===== config.mk =====
export PLATFORM = sky130hd
export DESIGN_NAME = uart_rx_os16
export DESIGN_NICKNAME = d
export VERILOG_FILES = /design/src/rtl/uart_rx_os16.sv
export SDC_FILE = /design/constraint.sdc
export NUM_CORES = 1
export LEC_CHECK = 0
export CAP_MARGIN = 10
export CORE_MARGIN = 2
export CORE_UTILIZATION = 35
export CTS_CLUSTER_SIZE = 25
export DETAILED_ROUTE_END_ITERATION = 10
export SYNTH_ARGS = -nofsm -noshare
export SYNTH_HDL_FRONTEND = slang
export SYNTH_SLANG_ARGS = --single-unit

===== constraint.sdc =====
create_clock -name clk -period 2.26 [get_ports clk]
set_clock_uncertainty 0.1 [all_clocks]
set_input_delay 0.452 -clock clk [delete_from_list [all_inputs] [get_ports clk]]
set_output_delay 0.452 -clock clk [all_outputs]
set_load 0.005 [all_outputs]

===== src/rtl/uart_rx_os16.sv =====
// uart_rx_os16: 16x oversampling 8N1 UART receiver.
// Each good byte appears on data together with a one-cycle valid strobe.
// A low stop bit gives a one-cycle frame_err strobe, and the byte is dropped.
// Build option UART_RX_MAJORITY_EN: each bit decision becomes the 2-of-3 majority
// of the samples at smp 7, 8 and 9. Without it, the sample at smp 8 alone decides.
//
// state  | meaning
// IDLE   | line idle, waiting for rx_s low
// START  | validating the start bit
// DATA   | shifting in data bits 1..8
// STOP   | checking the stop bit
// BREAK  | stop bit was low; wait for the line to return high
module uart_rx_os16 #(
    parameter int unsigned DIV = 27
) (
    input  logic       clk,
    input  logic       nRst,
    input  logic       rx,
    output logic [7:0] data,
    output logic       valid,
    output logic       frame_err,
    output logic       active
);

    typedef enum logic [2:0] {
        S_IDLE  = 3'd0,
        S_START = 3'd1,
        S_DATA  = 3'd2,
        S_STOP  = 3'd3,
        S_BREAK = 3'd4
    } state_t;

    localparam logic [15:0] DIV_LAST = 16'(DIV - 1);

    logic        rx_meta_q;
    logic        rx_s_q;
    state_t      state_q, state_d;
    logic [15:0] div_cnt_q, div_cnt_d;
    logic [3:0]  smp_q, smp_d;
    logic [3:0]  bitn_q, bitn_d;
    logic [7:0]  shift_q, shift_d;
    logic [7:0]  data_q, data_d;
    logic        valid_q, valid_d;
    logic        ferr_q, ferr_d;
    logic        s8_q, s8_d;
    logic        tick;
    logic        decide;
    logic        wrap;
    logic        bit_val;

    assign tick   = (div_cnt_q == DIV_LAST);
    assign decide = tick && (smp_q == 4'd9);
    assign wrap   = tick && (smp_q == 4'd15);

`ifdef UART_RX_MAJORITY_EN
    logic s7_q, s7_d;

    // Hold the smp 7 sample for the majority vote.
    always_ff @(posedge clk or negedge nRst) begin
        if (!nRst) s7_q <= 1'b0;
        else       s7_q <= s7_d;
    end

    assign s7_d    = (tick && smp_q == 4'd7) ? rx_s_q : s7_q;
    // The smp 9 sample is rx_s itself on the decision tick.
    assign bit_val = (s7_q & s8_q) | (s7_q & rx_s_q) | (s8_q & rx_s_q);
`else
    assign bit_val = s8_q;
`endif

    // Two-flop synchroniser; idles high so that reset does not look like a start bit.
    always_ff @(posedge clk or negedge nRst) begin
        if (!nRst) begin
            rx_meta_q <= 1'b1;
            rx_s_q    <= 1'b1;
        end else begin
            rx_meta_q <= rx;
            rx_s_q    <= rx_meta_q;
        end
    end

    // State, counters and output registers.
    always_ff @(posedge clk or negedge nRst) begin
        if (!nRst) begin
            state_q   <= S_IDLE;
            div_cnt_q <= '0;
            smp_q     <= '0;
            bitn_q    <= '0;
            shift_q   <= '0;
            data_q    <= '0;
            valid_q   <= 1'b0;
            ferr_q    <= 1'b0;
            s8_q      <= 1'b0;
        end else begin
            state_q   <= state_d;
            div_cnt_q <= div_cnt_d;
            smp_q     <= smp_d;
            bitn_q    <= bitn_d;
            shift_q   <= shift_d;
            data_q    <= data_d;
            valid_q   <= valid_d;
            ferr_q    <= ferr_d;
            s8_q      <= s8_d;
        end
    end

    // Next-state logic: sample tracking, bit decisions and strobes.
    always_comb begin
        state_d   = state_q;
        div_cnt_d = tick ? 16'd0 : div_cnt_q + 16'd1;
        smp_d     = tick ? smp_q + 4'd1 : smp_q;
        bitn_d    = bitn_q;
        shift_d   = shift_q;
        data_d    = data_q;
        valid_d   = 1'b0;
        ferr_d    = 1'b0;
        s8_d      = (tick && smp_q == 4'd8) ? rx_s_q : s8_q;

        case (state_q)
            S_IDLE: begin
                if (!rx_s_q) begin
                    state_d   = S_START;
                    div_cnt_d = 16'd0;
                    smp_d     = 4'd0;
                    bitn_d    = 4'd0;
                end
            end
            S_START: begin
                if (decide && bit_val) begin
                    state_d = S_IDLE;
                end else if (wrap) begin
                    bitn_d  = 4'd1;
                    state_d = S_DATA;
                end
            end
            S_DATA: begin
                if (decide) begin
                    shift_d = {bit_val, shift_q[7:1]};
                end
                if (wrap) begin
                    bitn_d = bitn_q + 4'd1;
                    if (bitn_q == 4'd8) state_d = S_STOP;
                end
            end
            S_STOP: begin
                // Leave straight after the decision so that the next start edge,
                // only half a bit away, is still caught.
                if (decide) begin
                    if (bit_val) begin
                        data_d  = shift_q;
                        valid_d = 1'b1;
                        state_d = S_IDLE;
                    end else begin
                        ferr_d  = 1'b1;
                        state_d = S_BREAK;
                    end
                end
            end
            S_BREAK: begin
                if (rx_s_q) state_d = S_IDLE;
            end
            default: state_d = S_IDLE;
        endcase
    end

    assign data      = data_q;
    assign valid     = valid_q;
    assign frame_err = ferr_q;
    assign active    = (state_q != S_IDLE);

endmodule


==> results.toml, run 1 <==
[outcome]
status = "complete, no violations"

[cells_and_area]
drive_gt1_frac = 0.199
area_growth_pct = 16.1
fillCellCount = 637
nets = 250
n_antenna_cell = 0
fin_util = 0.414

[timing]
maxSlewViolCount = 0
post-route-period-util = 0.920
tightest_slew_ns = 0.736
hold_viol_final = 0
fin_ws_ns = 0.180
period_needed_ns = 2.08
setup_tns_ns = 0
setup_viol = 0
slew_headroom = 0.505
max_freq_ghz = 0.481
whs_ns = 0.0387
rsz0062_at_grt = "false"

[synthesis]
synth_common_cells = "dfrtp_1, nor2_1, mux2_2"
syn-num-nets = 228
synth_edf_count = 0
syn_inst = 218
ys_async_sr_fraction = 1.00
synth.top_cell.area_share = 0.483
syn_avg_cell_area_um2 = 10.9
synth_area_mm2 = 0.00238
ys_seq_area_frac = 0.505
synth_area_leaders = "dfrtp_1, mux2_2, xnor2_1"
synth_cell_type_count = 44
yosysWarnings = 0
yosysMostFrequentCell = "dfrtp_1"
ys_seq_elements = 48
synth-main-ff-cell = "dfrtp_1"
synth_top_cell_by_area = "dfrtp_1"

[clocking]
cts_resized = 0
clockRootBuffer = "clkbuf_8"
cts_num_sinks = 48
cts_setup_buffers = 0
cts_hold_buf = 0
ctsHtreeMaxLevel = 2
clkTransAtPathRegs_ns = 0.10
clockBufferDepth = 2
cts_tree = "built"
cts_buffers = 5
clock_latency_ns = 0.31

[power_and_ir_drop]
power-per-cell-area_mw_per_mm2 = 552
ir_worst_vdd_v = 0.000267
p_total_mw = 1.53
p_leak_nw = 1.23

[global_route]
grt_use_total = 0.141
grt_pass1_vias = 1718
overflow = 0
grt_max_degree = 26
grt_pass1_wl_mm = 8.26
antenna_found_initial = 0

[setup_path]
arrival_ns = 1.53
cpPeakStageDelay_ns = 0.44
crit_family = "buffers and inverters"
critical_path_class = "flop to primary output"
cp_max_fo = 4
required_ns = 1.71
path_cells = "or3_1 > clkdlybuf4s50_1"
start_kind = "flop"
cp_slowest_cell = "clkdlybuf4s50_1"
crit_path_end_kind = "primary output"
crit_buf_inv = 1

[detailed_routing]
vias = 1661
drt_iter0_drc = 64
routedWlPerCell_um = 14.2
totalWireLength_mm = 4.55
ant_nets = 0
avgViaCountPerCell = 5.17
drc = 0
drt_pass1_iterations = 4

[placed_design]
gp_congestion = 0.769
hpwlAfterDp_mm = 3.23
pre_cts_slack_ns = 0.172
port_buffers = 13

[floorplanning]
dieArea_mm2 = 0.00749
start_util = 0.357
die_w_um = 86.5
core_region_area_mm2 = 0.00668
io_pins = 14
fp.dieH_um = 86.5
rows = 30

[worst_hold_path]
hold_path.class = "input port to asynchronous set/reset pin"

[job]
maxCapViolations = 0
==> layer usage <==
layer | up-vias | track usage | part of all wire
li1 | 822 | - | -
met1 | 810 | 0.188 | 0.47
met2 | 24 | 0.226 | 0.49
met3 | 5 | 0.0400 | 0.034
met4 | 0 | 0.0369 | 0.0083
met5 | - | 0 | 0
==> worst register-to-register path, stage by stage, from the launching register on <==
cell	delay (ns)
dfrtp_1	0.41
inv_1	0.06
ha_1	0.18
nor3b_2	0.16
and4_1	0.26
buf_4	0.19
buf_4	0.14
and3_1	0.15
a32o_1	0.25
==> through the flow <==
step / cells / area, um2
after floorplan: 218 / 2380
after global placement: 313 / 2650
after detailed placement: 313 / 2650
after CTS: 321 / 2760
after global routing: 321 / 2770
final: 321 / 2770
==> state kept, by name, summed over array words and instances, names as in the netlist <==
signal,count
bit_val,1
bitn_q,4
data,8
div_cnt_q,16
frame_err,1
rx_meta_q,1
rx_s_q,1
shift_q,8
smp_q,4
state_q,3
valid,1
==> final cells by class <==
cell class,count,area [um2],share of cell area
Timing Repair Buffer,23,213,0.0768
Clock inverter,3,46.3,0.0167
Multi-Input combinational cell,150,1090,0.394
Tap cell,80,100,0.0361
Inverter,12,45.0,0.0163
Clock buffer,5,68.8,0.0249
Sequential cell,48,1200,0.435
==> worst paths after layout <==
path / startpoint / end / slack (ns) / cells after the start
max in group asynchronous: nRst / rx_meta_q / 1.40 / 2
min: nRst / valid / 0.04 / 1
max reg2reg: div_cnt_q[0] / state_q[2] / 0.28 / 8
max: state_q[0] / active / 0.18 / 2
min in group clk: rx_meta_q / rx_s_q / 0.27 / 0
min reg2reg: rx_meta_q / rx_s_q / 0.27 / 0
==> logic make-up (layout without fill, tap and decap cells) <==
family / Yosys count / in the layout / share of synthesized area
buffers and inverters: 20 / 43 / 0.0393
DFF: 48 / 48 / 0.505
muxes: 18 / 18 / 0.0845
and+or+nand+nor: 88 / 88 / 0.218
AOI/OAI and AO/OA: 22 / 22 / 0.0614
xor gates and xnor gates: 15 / 15 / 0.0551
adders and majority gates: 7 / 7 / 0.0367
==> layout by cell type, fill, tap and decap left out, types with 6 or more instances in the layout <==
cell	count
dfrtp_1	46
nor2_1	21
mux2_2	17
nand3_1	15
inv_1	12
xnor2_1	12
clkdlybuf4s50_1	12
nor3_1	11
buf_4	9
nand2_1	8
ha_1	7
a21oi_1	6
==> power breakdown <==
part | internal (mW) | leakage [nW] | total [mW] | switching, mW
logic | 0.00576 | 0.534 | 0.0232 | 0.0174
registers | 0.861 | 0.639 | 0.863 | 0.00138
clock network | 0.334 | 0.0548 | 0.644 | 0.310
total | 1.20 | 1.23 | 1.53 | 0.329
(Power assumes the default switching activity.)
==> run 2, diff against run 1 <==
- CTS_CLUSTER_DIAMETER: not set -> 40
==> results of run 2 <==
The final DEF is identical to that of run 1; final timing and power are the same.
